<file path="src/rtl/usb_input_words_if.sv">
// Word stream between the USB byte reader and its consumer.
// A transfer happens on every clock edge where valid and ready are both high.
interface usb_input_words_if #(
    parameter int W = 16
) ();
    logic [W-1:0] out;
    logic         valid;
    logic         ready;

    modport master (output out, output valid, input ready);
    modport slave  (input out, input valid, output ready);
endinterface

</file>
<file path="src/rtl/usb_input_words.sv">
// FT245-style USB FIFO reader: qualifies RXF#, strobes RD# with fixed timing,
// packs bytes into words and buffers them in a show-ahead FIFO.
module usb_input_words #(
    parameter int BYTES_PER_WORD   = 2,
    parameter bit LITTLE_ENDIAN    = 1'b1,
    parameter int RXF_CHECKS       = 3,
    parameter int RD_LOW_CYCLES    = 4,
    parameter int PRECHARGE_CYCLES = 6,
    parameter int FIFO_DEPTH       = 8,
    localparam int W  = 8 * BYTES_PER_WORD,
    localparam int AW = $clog2(FIFO_DEPTH),
    localparam int BW = (BYTES_PER_WORD > 1) ? $clog2(BYTES_PER_WORD) : 1
) (
    input  logic                clk,
    input  logic                reset,
    input  logic [7:0]          data,
    input  logic                rxf,
    output logic                rd,
    input  logic                flush,
    usb_input_words_if.master   words,
    output logic [AW:0]         level,
    output logic [1:0]          state
);

    typedef enum logic [1:0] {
        S_IDLE      = 2'd0,
        S_STROBE    = 2'd1,
        S_PRECHARGE = 2'd2,
        S_UNUSED    = 2'd3
    } state_t;

    state_t                         state_q, state_d;
    logic                           rxf_meta_q, rxf_s_q;
    logic [3:0]                     qual_q, qual_d;
    logic [3:0]                     tim_q, tim_d;
    logic                           rd_q, rd_d;
    logic                           discard_q, discard_d;
    logic [BW-1:0]                  byte_idx_q, byte_idx_d;
    logic [BYTES_PER_WORD-1:0][7:0] bytes_q, bytes_d;
    logic [AW:0]                    wr_ptr_q, wr_ptr_d;
    logic [AW:0]                    rd_ptr_q, rd_ptr_d;
    logic [W-1:0]                   out_q, out_d;
    logic [W-1:0]                   mem_q [FIFO_DEPTH];

    logic          capture;
    logic          keep_byte;
    logic          last_byte;
    logic          push;
    logic          pop;
    logic          full;
    logic          valid_int;
    logic [AW:0]   level_int;
    logic [AW-1:0] head_next_idx;
    logic [W-1:0]  word_full;

    assign level_int     = wr_ptr_q - rd_ptr_q;
    assign full          = (level_int == (AW+1)'(FIFO_DEPTH));
    assign valid_int     = (level_int != '0);
    assign head_next_idx = rd_ptr_q[AW-1:0] + AW'(1);
    assign last_byte     = (byte_idx_q == BW'(BYTES_PER_WORD - 1));

    // Read-strobe sequencer
    always_comb begin
        state_d   = state_q;
        qual_d    = qual_q;
        tim_d     = tim_q;
        rd_d      = rd_q;
        discard_d = discard_q;
        capture   = 1'b0;
        case (state_q)
            S_IDLE: begin
                rd_d = 1'b1;
                if (!rxf_s_q && !full) begin
                    if (qual_q == 4'(RXF_CHECKS - 1)) begin
                        state_d = S_STROBE;
                        rd_d    = 1'b0;
                        qual_d  = '0;
                        tim_d   = '0;
                    end else begin
                        qual_d = qual_q + 4'd1;
                    end
                end else begin
                    qual_d = '0;
                end
            end
            S_STROBE: begin
                // A flush mid-strobe lets the bus cycle finish but drops the byte.
                if (flush) discard_d = 1'b1;
                if (tim_q == 4'(RD_LOW_CYCLES - 1)) begin
                    capture   = 1'b1;
                    rd_d      = 1'b1;
                    tim_d     = '0;
                    discard_d = 1'b0;
                    state_d   = S_PRECHARGE;
                end else begin
                    tim_d = tim_q + 4'd1;
                end
            end
            S_PRECHARGE: begin
                if (tim_q == 4'(PRECHARGE_CYCLES - 1)) begin
                    state_d = S_IDLE;
                    tim_d   = '0;
                    qual_d  = '0;
                end else begin
                    tim_d = tim_q + 4'd1;
                end
            end
            default: begin
                state_d = S_IDLE;
                rd_d    = 1'b1;
                tim_d   = '0;
                qual_d  = '0;
            end
        endcase
    end

    // The final byte of a word comes straight from the pins on the push edge.
    always_comb begin
        word_full = '0;
        for (int i = 0; i < BYTES_PER_WORD; i++) begin
            if (LITTLE_ENDIAN)
                word_full[8*i +: 8] = (i == BYTES_PER_WORD - 1) ? data : bytes_q[i];
            else
                word_full[8*(BYTES_PER_WORD-1-i) +: 8] = (i == BYTES_PER_WORD - 1) ? data : bytes_q[i];
        end
    end

    always_comb begin
        keep_byte  = capture && !discard_q && !flush;
        byte_idx_d = byte_idx_q;
        bytes_d    = bytes_q;
        push       = 1'b0;
        if (keep_byte) begin
            bytes_d[byte_idx_q] = data;
            if (last_byte) begin
                push       = 1'b1;
                byte_idx_d = '0;
            end else begin
                byte_idx_d = byte_idx_q + BW'(1);
            end
        end
        if (flush) byte_idx_d = '0;
    end

    // Output FIFO pointers and the registered show-ahead head word
    always_comb begin
        pop      = valid_int && words.ready && !flush;
        wr_ptr_d = wr_ptr_q + (AW+1)'(push);
        rd_ptr_d = rd_ptr_q + (AW+1)'(pop);
        out_d    = out_q;
        if (flush) begin
            wr_ptr_d = '0;
            rd_ptr_d = '0;
            out_d    = '0;
        end else if (pop) begin
            if (level_int > (AW+1)'(1))
                out_d = mem_q[head_next_idx];
            else if (push)
                out_d = word_full;
        end else if (push && !valid_int) begin
            out_d = word_full;
        end
    end

    always_ff @(posedge clk) begin
        if (push) mem_q[wr_ptr_q[AW-1:0]] <= word_full;
    end

    always_ff @(posedge clk) begin
        if (reset) begin
            state_q    <= S_IDLE;
            rxf_meta_q <= 1'b1;
            rxf_s_q    <= 1'b1;
            qual_q     <= '0;
            tim_q      <= '0;
            rd_q       <= 1'b1;
            discard_q  <= 1'b0;
            byte_idx_q <= '0;
            bytes_q    <= '0;
            wr_ptr_q   <= '0;
            rd_ptr_q   <= '0;
            out_q      <= '0;
        end else begin
            state_q    <= state_d;
            rxf_meta_q <= rxf;
            rxf_s_q    <= rxf_meta_q;
            qual_q     <= qual_d;
            tim_q      <= tim_d;
            rd_q       <= rd_d;
            discard_q  <= discard_d;
            byte_idx_q <= byte_idx_d;
            bytes_q    <= bytes_d;
            wr_ptr_q   <= wr_ptr_d;
            rd_ptr_q   <= rd_ptr_d;
            out_q      <= out_d;
        end
    end

    assign rd          = rd_q;
    assign words.out   = out_q;
    assign words.valid = valid_int;
    assign level       = level_int;
    assign state       = state_q;

endmodule

</file>
<file path="src/flat_wrapper.sv">
// flat-port wrapper written by rule: the top's interface ports become plain ports
module usb_input_words_flat 
#(
    parameter int BYTES_PER_WORD   = 2,
    parameter bit LITTLE_ENDIAN    = 1'b1,
    parameter int RXF_CHECKS       = 3,
    parameter int RD_LOW_CYCLES    = 4,
    parameter int PRECHARGE_CYCLES = 6,
    parameter int FIFO_DEPTH       = 8,
    localparam int W  = 8 * BYTES_PER_WORD,
    localparam int AW = $clog2(FIFO_DEPTH),
    localparam int BW = (BYTES_PER_WORD > 1) ? $clog2(BYTES_PER_WORD) : 1
)
  (clk, reset, data, rxf, rd, flush, level, state, words_out, words_valid, words_ready);
  usb_input_words_if #(.W(16)) words_i ();
  input  logic clk;
  input  logic reset;
  input  logic [7:0] data;
  input  logic rxf;
  output logic rd;
  input  logic flush;
  output logic [AW:0] level;
  output logic [1:0] state;
  output wire logic [$bits(words_i.out)-1:0] words_out;
  output wire logic [$bits(words_i.valid)-1:0] words_valid;
  input wire logic [$bits(words_i.ready)-1:0] words_ready;
  assign words_out = words_i.out;
  assign words_valid = words_i.valid;
  assign words_i.ready = words_ready;
  usb_input_words #(.BYTES_PER_WORD(BYTES_PER_WORD), .LITTLE_ENDIAN(LITTLE_ENDIAN), .RXF_CHECKS(RXF_CHECKS), .RD_LOW_CYCLES(RD_LOW_CYCLES), .PRECHARGE_CYCLES(PRECHARGE_CYCLES), .FIFO_DEPTH(FIFO_DEPTH)) u_core (.clk(clk), .reset(reset), .data(data), .rxf(rxf), .rd(rd), .flush(flush), .words(words_i), .level(level), .state(state));
endmodule
</file>
<file path="config.mk">
export PLATFORM = sky130hd
export DESIGN_NAME = usb_input_words_flat
export DESIGN_NICKNAME = d
export VERILOG_FILES = /design/src/rtl/usb_input_words_if.sv /design/src/rtl/usb_input_words.sv /design/src/flat_wrapper.sv
export SDC_FILE = /design/constraint.sdc
export NUM_CORES = 1
export LEC_CHECK = 0
export ABC_AREA = 0
export BUFFER_PORTS_ARGS = -buffer_cell sky130_fd_sc_hd__buf_2
export CAP_MARGIN = 20
export CORE_MARGIN = 5
export CORE_UTILIZATION = 50
export DETAILED_ROUTE_END_ITERATION = 10
export PLACE_DENSITY_LB_ADDON = 0.25
export SYNTH_ARGS = -nofsm -noshare
export SYNTH_HDL_FRONTEND = slang
export SYNTH_SLANG_ARGS = --single-unit
</file>
<file path="constraint.sdc">
create_clock -name clk -period 3.4 [get_ports clk]
set_input_delay 0.17 -clock clk [delete_from_list [all_inputs] [get_ports clk]]
set_output_delay 0.17 -clock clk [all_outputs]
set_load 0.1 [all_outputs]
</file>
Yosys cells after proc, flatten, opt, wreduce, memory -nomap -nowiden
Memories as Yosys holds them, arrays and structs flattened. Cells that the tools add are included.

Bitwise logic cells: 2. Reduce and logical (&&, ||, !) cells: 23. $add $sub $neg: 7. Equality and inequality tests: 11. Order comparisons: 3. Multiplexer cells: 34.

Operator list (count): 16-bit 2-to-1 mux (4); 4-bit 2-to-1 mux (7); 4-bit case mux with 3 select lines (2); 16-bit bitwise mux (1); 1-bit 2-to-1 mux (12); 2-bit AND reduction (5); 4-bit by 1-bit adder with 4-bit output (2); 4-bit by 1-bit adder with 4-bit output, second input constant (2); 8-bit demux with 1-bit select (1); 4-bit by 2-bit equality test with 1-bit output, second input constant (2); 2-bit 2-to-1 mux (4); 8-bit 2-to-1 mux (1); 2-bit by 1-bit inequality test with 1-bit output, second input constant (4); 1-bit logical AND (7); 2-bit case mux with 3 select lines (1); 1-bit logical NOT (5); 4-bit by 3-bit equality test with 1-bit output, second input constant (1); 4-bit equality test, second input constant (1); 4-bit by 1-bit greater-than comparator with 1-bit output, second input constant (1); 4-bit AND reduction (1); 2-bit nonzero test (2); 4-bit nonzero test (1); 4-bit subtractor (1); 3-bit by 1-bit adder with 3-bit output, second input constant (1); 10 further kinds (11).

Output and inout bits: 24. RAM bits: 128. Bits in registers: 55. Memories kept: 1. Input port bits: 13. Word-level logic and storage cells: 94.

Memories: u_core.mem_q (depth 8, width 16, rd ports 1, clocked after memory_dff 0, wr ports 1, line usb_input_words.sv:43) `logic [W-1:0] mem_q [FIFO_DEPTH];`.

Longest topological paths before layout
Gate-level depths: netlist (run 1).

Depth after elaboration: 9. Depth in mapped cells: 12.

Worst setup path before layout (run 1)
OpenSTA, ideal clock, no wires.

Path type: register to register. Start: register u_core.state_q[0] (netlist: u_core.state[0]). End: memory u_core.mem_q[1][0], enable pin. Library setup time: 409 ps. Required time: 2991 ps. Path buffers: 1. Slack: -129 ps. Clock period less this slack: 3529 ps. Arrival: 3119 ps. Cell stages (with the launch flop): 7. Cells stage by stage: dfxtp_1 ha_1 clkbuf_1 nand4_1 nor2_1 nand2_1 nor3_1.

Word-level cells in the longest chain between the ends: 7.

RTL lines: start, declared (line usb_input_words.sv:32) `state_t state_q, state_d;`; start signal, assigned (line usb_input_words.sv:184) `state_q <= state_d;`; 2-bit by 1-bit equality test with 1-bit output (line usb_input_words.sv:70) `case (state_q)`; 1-bit 2-to-1 mux (line usb_input_words.sv:70); 1-bit logical AND (2 in series) (line usb_input_words.sv:129) `keep_byte = capture && !discard_q && !flush;`; 1-bit 2-to-1 mux (line usb_input_words.sv:133) `if (keep_byte) begin`; 1-bit 2-to-1 mux (line usb_input_words.sv:166) `if (push) mem_q[wr_ptr_q[AW-1:0]] <= word_full;`; 1-bit 2-to-1 mux (implied by the code) (line usb_input_words.sv:166); end, declared (line usb_input_words.sv:43).

Every way passes these cells.

Final worst setup path (run 1)
Start: register u_core.wr_ptr_q[0]. End: output words_valid.

Word-level cells in the longest chain between the ends: 2.

RTL lines: start, declared (line usb_input_words.sv:40) `logic [AW:0] wr_ptr_q, wr_ptr_d;`; start signal, assigned (line usb_input_words.sv:193) `wr_ptr_q <= wr_ptr_d;`; 4-bit subtractor (line usb_input_words.sv:56) `assign level_int = wr_ptr_q - rd_ptr_q;`; 4-bit nonzero test (line usb_input_words.sv:58) `assign valid_int = (level_int != '0);`; end, declared (line flat_wrapper.sv:25) `output wire logic [$bits(words_i.valid)-1:0] words_valid;`.

Every way passes these cells.

==> results.md, run 1 <==
- Post_cts resized: 0
- R2R Setup Slk: 0.79 ns
- Req. time, crit path: 3.23 ns
- CP Capture Type: output port
- Most used routing layer: met2
- Clk Latency, worst-skew pair: 0.42 ns
- Filler cell count: 1,079
- Worst min path class: in2reg
- Simple-gate portion of the synthesized area: 7.64%
- M3 GR Usage: 4.26%
- Die height: 130 microns
- DRC viols: 0
- Final-report hold violation count: 0
- Crit path max-delay family: buffers and inverters
- Seq/Total Area, Yosys: 66.5%
- Crit path kind: reg2out
- Max clock buf depth: 2
- Post-route cell area: 8250 sq um
- Largest net degree at the start of global routing: 37
- Drt pass-1 iters: 5
- Outcome: finished, final reports clean
- Reg2reg path depth: 8
- Num ports: 37
- Power Density: 508 nW/um^2
- Setup ws final: 0.740 ns
- Cell variety after synth: 48
- CTS Hold Bufs: 1
- Initial Util: 51.4%
- Leak Pwr: 2.62 nW
- Largest family of logic cells by synthesized area: multiplexers
- CTS clock-pin slew for the worst setup and hold paths: 0.06 ns
- Post-synthesis mux area share: 12.4%
- # rows: 43
- Kind of start point of the critical path: flip-flop
- Routability cong.: 0.793
- Die Wd: 130 microns
- Post-Synth XOR/XNOR Area: 1.44%
- RSZ-0062 raised after global routing: false
- VDD IR max: 0.398 mV
- Final Power: 4.19 mW
- Final setup fails: 0
- Mapped Nets: 510
- Crit-path most repeated cell: inv_1
- Dpl ws: 0.802 ns
- Synth Area in Compound Gates: 6.73%
- Core area: 14,000 sq um
- Buf/Inv on CP: 4
- Via count: 4,089
- Worst Setup SP: u_core.wr_ptr_q[0]
- Pins Over Slew Limit: 0
- CTS sink cnt: 175
- Multi-input logic area: 2270 sq um
- Number of port buffers: 36
- Slew of the pin with the lowest slew margin: 0.667 ns
- Die area: 16,900 sq um
- Crit path DAT: 2.49 ns
- H-tree depth: 4
- Main flop type after synthesis: edfxtp_1
- Post-Route WL: 14,400 microns
- FF/Latch Area: 4790 sq um
- Vias in the first global route: 4,211
- Met1 Track Usage GR: 23.8%
- Post-Synth Adder-Cell Area: 3.06%
- Placed wire-length estimate: 9150 microns
- Final TNS setup: 0 ns
- Cells along the critical path: inv_1 > ha_1 > inv_1 > fa_1 > xor2_2 > nor3_2 > and3_2 > inv_1 > buf_2
- Routing usage on met2: 30.8%
- Period utilisation layout: 78.2%
- Vias/cell: 5.65
- ANT nets after route: 0
- Layout area overhead: 14.6%
- Slew HR: 55.5%
- Root Buffer: clkbuf_16
- Critical-path maximum fanout: 3
- Synth Warn #: 0
- Tmin final: 2.66 ns
- Total Routing Usage GR: 18.2%
- Worst path max stage delay: 0.41 ns
- EDFF count, synth: 128
- Worst setup endpoint: words_valid
- TritonCTS buffer count: 17
- Diodes inserted: 0
- Fmax: 0.376 GHz
- Grt total ovfl: 0
- Clock Skew: 0.00967 ns
- Max-cap viol count: 0
- NumNets Final: 561
- Initial antenna violation count: 0
- Critical Path Slowest Stage Cell: fa_1
- Initial DRC count: 334
- Synthesized netlist cell count: 480
- Worst path depth: 9
- First-pass GRT wire length: 22,900 microns
- Mapped cell area: 7190 sq um
- CTS tree: yes
- Post-synthesis register bit count: 175
- Post-CTS Setup Inserts: 0
- Layout cell share with drive strength beyond 1: 24.8%
- Post-synth ARST share: 0%
- Post-Place Cell Area: 7660 sq um
- Reg2reg start: u_core.state[1]
- WL/cell: 19.9 microns
- Average cell area after synthesis: 15.0 sq um
- Worst r2r dst: u_core.mem_q[7][14]
power by group:
| part | internal [mW] | leakage, nW | switching [mW] |
|---|---|---|---|
| logic | 0.0129 | 0.902 | 0.0360 |
| clock network | 1.12 | 0.280 | 0.752 |
| registers | 2.27 | 1.43 | 0.000842 |
| total | 3.40 | 2.62 | 0.789 |
Yosys cell counts, types with 4 or more instances:
cell        n  share of area, %
edfxtp_1  128                53
dfxtp_1    47                13
nand2_1    36               1.9
mux4_2     32                10
nor2_1     26               1.4
o21ai_0    26               1.8
nand3_1    22               1.5
a21oi_1    17               1.2
mux2i_1    17               2.4
ha_1       16               2.8
inv_1      16              0.83
o211ai_1   16               1.7
clkbuf_1   12              0.63
buf_2       8              0.56
xnor2_1     5              0.61
xor2_1      5              0.61
and2_1      4              0.35
o21ai_1     4              0.28
metal layers:
layer	vias to the layer above	wire length (microns)
met2	89	7310
met5	-	0
met3	16	561
li1	1928	-
met4	0	165
met1	2056	6370
layout by cell type, fill, tap and decap left out, types with 5 or more instances in the layout:
| master | n |
|---|---|
| o21ai_0 | 26 |
| nor2_1 | 25 |
| ha_1 | 16 |
| a21oi_1 | 17 |
| o211ai_1 | 16 |
| dfxtp_1 | 46 |
| edfxtp_1 | 128 |
| xnor2_1 | 5 |
| inv_1 | 16 |
| mux2i_1 | 17 |
| clkbuf_16 | 17 |
| buf_2 | 36 |
| buf_4 | 16 |
| mux4_2 | 32 |
| nand2_1 | 36 |
| nand3_1 | 22 |
metrics by stage:
stage | hold WS (ns) | util (%) | std cells
finish | 0.0958 | 59.0 | 724
CTS | 0.0845 | 59.0 | 724
global placement | 0.356 | 54.8 | 691
global route | 0.0887 | 59.0 | 724
floorplan | 0.269 | - | 480
detailed placement | 0.367 | 54.8 | 691
worst min-delay path by stage:
stage	startpoint	end	cells past startpoint
4_1_cts	data[3]	u_core.mem_q[2][11]	1
5_1_grt	data[3]	u_core.mem_q[0][11]	1
6_report	data[3]	u_core.mem_q[2][11]	1
2_1_floorplan	data[2]	u_core.mem_q[0][10]	0
3_3_place_gp	rxf	u_core.rxf_meta_q	2
3_5_place_dp	rxf	u_core.rxf_meta_q	2
kinds of logic after synthesis:
| logic type | count (synthesis) |
|---|---|
| AO/OA/AOI/OAI | 78 |
| multiplexers | 49 |
| flip-flops | 175 |
| AND/OR/NAND/NOR | 112 |
| XOR/XNOR | 11 |
| adder cells (fa/ha/maj) | 17 |
| buffers and inverters | 38 |
layout make-up:
type                            count  share of cell area [%]
Timing Repair Buffer               54                    4.01
Tap cell                          180                    2.73
Multi-Input combinational cell    267                    27.5
Sequential cell                   175                    58.0
Clock inverter                     10                    1.37
Inverter                           16                   0.728
Clock buffer                       22                    5.63
registers in the layout, indices dropped and copies added (netlist names), 2 cells and up:
| name | flops |
|---|---|
| u_core.wr_ptr_q | 4 |
| u_core.mem_q | 128 |
| u_core.state | 2 |
| u_core.qual_q | 4 |
| u_core.rd_ptr_q | 4 |
| u_core.words.out | 16 |
| u_core.tim_q | 4 |
| u_core.bytes_q | 8 |
Power figures use the tool's default switching activity.
==> run 2, diff against run 1 <==
ABC_AREA = 1   (was 0)
clock period = 2.8 ns   (was 3.4 ns; I/O delays follow)
==> run 2 against run 1 <==
  * Worst setup slack worse by 0.45 ns
  * Synthesized area up 5.7%
  * First-iteration DRC count up 56%
  * Core utilization down 1.2 points
  * Register-to-register slack worse by 0.42 ns
  * Sequential cell count unchanged
  * Hold slack worse by 0.067 ns
  * Cell count up 43%
  * Largest cell class unchanged
  * Highest routed layer unchanged
  * Critical path depth down 3
  * Via count up 35%
==> results.md, run 2 <==
- Outcome: finished, final reports clean
- Die height: 133 microns (+2.6%)
- CTS Hold Bufs: 1 (unchanged)
- Synthesized netlist cell count: 790 (+65%)
- Dpl ws: 0.374 ns (-0.428 ns)
- First-pass GRT wire length: 27,500 microns (+20%)
- ANT nets after route: 0 (unchanged)
- Final setup fails: 0 (unchanged)
- WL met3: 954 microns (+70%)
- Power Density: 578 nW/um^2 (+14%)
- Crit path kind: reg2out
- Commonest cells in the synthesized netlist: nand2_1, nor2_1, edfxtp_1, o21ai_0, inv_1
- Average cell area after synthesis: 9.62 sq um (-36%)
- Cells along the critical path: ha_1 > or2_0 > nand2_1 > nand2_1 > nand2_1 > buf_2
- Post-synthesis register bit count: 175 (unchanged)
- Post-Place Cell Area: 8110 sq um (+5.9%)
- Final TNS setup: 0 ns (unchanged)
- Initial DRC count: 520 (+56%)
- Uppermost routed layer: met4
- Via count: 5,540 (+35%)
- Cell variety after synth: 33 (-31%)
- Pins Over Slew Limit: 0 (unchanged)
- Crit path DAT: 2.37 ns (-0.12 ns)
- RSZ-0062 raised after global routing: false
- Diodes inserted: 0 (unchanged)
- Crit path max-delay family: simple AND/OR/NAND/NOR gates
- Clock Skew: 0.00728 ns (-0.00239 ns)
- H-tree depth: 4 (unchanged)
- Root Buffer: clkbuf_16
- Slew HR: 51.7% (-3.8 points)
- Post-route cell area: 8680 sq um (+5.3%)
- Final-report hold violation count: 0 (unchanged)
- Post-synth top area cell: edfxtp_1
- Slew of the pin with the lowest slew margin: 0.724 ns (+0.0567 ns)
- CP Capture Type: output port
- Most common cell in the netlist: nand2_1
- Crit-path most repeated cell: nand2_1
- CTS clock-pin slew for the worst setup and hold paths: 0.06 ns (about the same)
- Grt total ovfl: 0 (unchanged)
- Post-Route Utilization: 57.8% (-1.2 points)
- Max FFs per register: 128 (unchanged)
- Vias in the first global route: 5,375 (+28%)
- Largest net degree at the start of global routing: 67 (+81%)
- Max clock buf depth: 2 (unchanged)
- Critical Path Slowest Stage Cell: dfxtp_1
- Routability cong.: 0.785 (-1.0%)
- Hold Slack: 0.0286 ns (-0.0671 ns)
- Layout area overhead: 14.2%
- EDFF count, synth: 128 (unchanged)
- Worst min path class: in2reg
- Number of port buffers: 36 (unchanged)
- NumNets Final: 862 (+54%)
- TritonCTS buffer count: 17 (unchanged)
- Die Wd: 133 microns (+2.6%)
- WL/cell: 16.8 microns (-16%)
- Worst path max stage delay: 0.55 ns (+0.14 ns)
- Mapped Nets: 820 (+61%)
- CTS sink cnt: 175 (unchanged)
- Vias/cell: 5.36 (-5.0%)
- Leak Pwr: 3.56 nW (+36%)
- CTS tree: yes
- Post-Route WL: 17,300 microns (+20%)
- Layout cell share with drive strength beyond 1: 13.6% (-11 points)
- DRC viols: 0 (unchanged)
- DRT met1 WL: 7300 microns (+15%)
- Filler cell count: 1,282 (+19%)
- Cell count after placement: 1,000 (+45%)
- Period utilisation layout: 89.8%
- Req. time, crit path: 2.66 ns (-0.57 ns)
- Post-synth ARST share: 0% (unchanged)
- Tmin final: 2.51 ns
- FF/Latch Area: 4790 sq um (about the same)
- Post_cts resized: 0 (unchanged)
- Num ports: 37 (unchanged)
- Most frequent cells in the layout: nand2_1, nor2_1, edfxtp_1, o21ai_0, inv_1
- Initial Util: 50.6% (-0.86 points)
- Kind of start point of the critical path: flip-flop
- Fmax: 0.398 GHz
- Most common cell after layout, fill and taps aside: nand2_1
- Post-CTS Setup Inserts: 0 (unchanged)
- Non-Filler Instances: 1,033 (+43%)
- Buf/Inv on CP: 1 (-3)
- Core area: 15,000 sq um (+7.5%)
- Total Routing Usage GR: 19.8% (+1.6 points)
- # rows: 45 (+4.7%)
- Drt pass-1 iters: 5 (unchanged)
- Yosys top cell area share: 50.6% (-2.9 points)
- Critical-path maximum fanout: 9 (+6)
- Die area: 17,800 sq um (+5.2%)
- Final Power: 5.02 mW (+20%)
- Clk Latency, worst-skew pair: 0.42 ns (about the same)
- VDD IR max: 0.420 mV (+5.6%)
- Seq/Total Area, Yosys: 62.9% (-3.6 points)
- Synth Warn #: 0 (unchanged)
- Placed wire-length estimate: 10,400 microns (+14%)
- Multi-input logic area: 2570 sq um (+13%)
- Mapped cell area: 7600 sq um (+5.7%)
- Max-cap viol count: 0 (unchanged)
- Met2 WL post-DR: 8650 microns (+18%)
- Initial antenna violation count: 0 (unchanged)
- Ranking of synthesized cells by area: edfxtp_1, dfxtp_1, nand2_1, nor2_1, o21ai_0
- Main flop type after synthesis: edfxtp_1
- Setup ws final: 0.286 ns (-0.454 ns)
==> run 2: cell types whose count changed after synthesis, sizes merged, moves of 16 or more <==
cell,change
o21ai,+73
o211ai,-16
nand3,+17
inv,+34
nor2,+121
mux2i,-17
mux4,-32
nand2,+150
==> run 2: per-layer routing <==
metal	track usage, %	vias up
met5	0	-
met3	3.66	33
met2	33.9	170
met1	25.0	2624
met4	7.94	0
li1	-	2713
==> run 2: final timing paths <==
check / start / endpoint / slack (ns) / depth (start not counted)
worst max-delay path: u_core.wr_ptr_q[2] / level[3] / 0.29 / 6
worst min-delay path: reset / u_core.state[0] / 0.03 / 2
worst max register to register: u_core.wr_ptr_q[2] / u_core.words.out[4] / 0.37 / 11
worst min register to register: u_core.rxf_meta_q / u_core.rxf_s_q / 0.41 / 1
==> run 2: power by group <==
group,switching (mW),internal (mW)
sequential,0.00119,2.76
clock,0.940,1.25
combinational,0.0477,0.0166
==> run 2: final cells by class <==
type                       instances  share of cell area [%]
inverter                          52                    2.25
sequential                       175                    55.2
tap                              188                    2.71
multi-input combinational        533                    29.6
clock buffer                      22                    5.71
clock inverter                    10                   0.721
timing repair buffer              53                    3.89
==> run 2: worst reg2reg max path, stage by stage (launching register included) <==
cell and delay [ns]:
dfxtp_1 0.55, ha_1 0.36, a21oi_1 0.19, nand2_1 0.11
nand2_2 0.14, nand3b_4 0.11, nand2_4 0.22, nand2_2 0.10
nand2_4 0.23, inv_1 0.15, nor2_1 0.12, nor2_1 0.06
==> run 2: logic make-up (layout without fill, tap and decap cells) <==
family,Yosys count,after routing,share of synthesized area (%)
buffers and inverters,82,137,4.35
flip-flops,175,175,62.9
AND/OR/NAND/NOR,388,388,20.8
XOR/XNOR,8,8,1.02
adder cells (fa/ha/maj),17,17,2.90
AO/OA/AOI/OAI,120,120,8.00
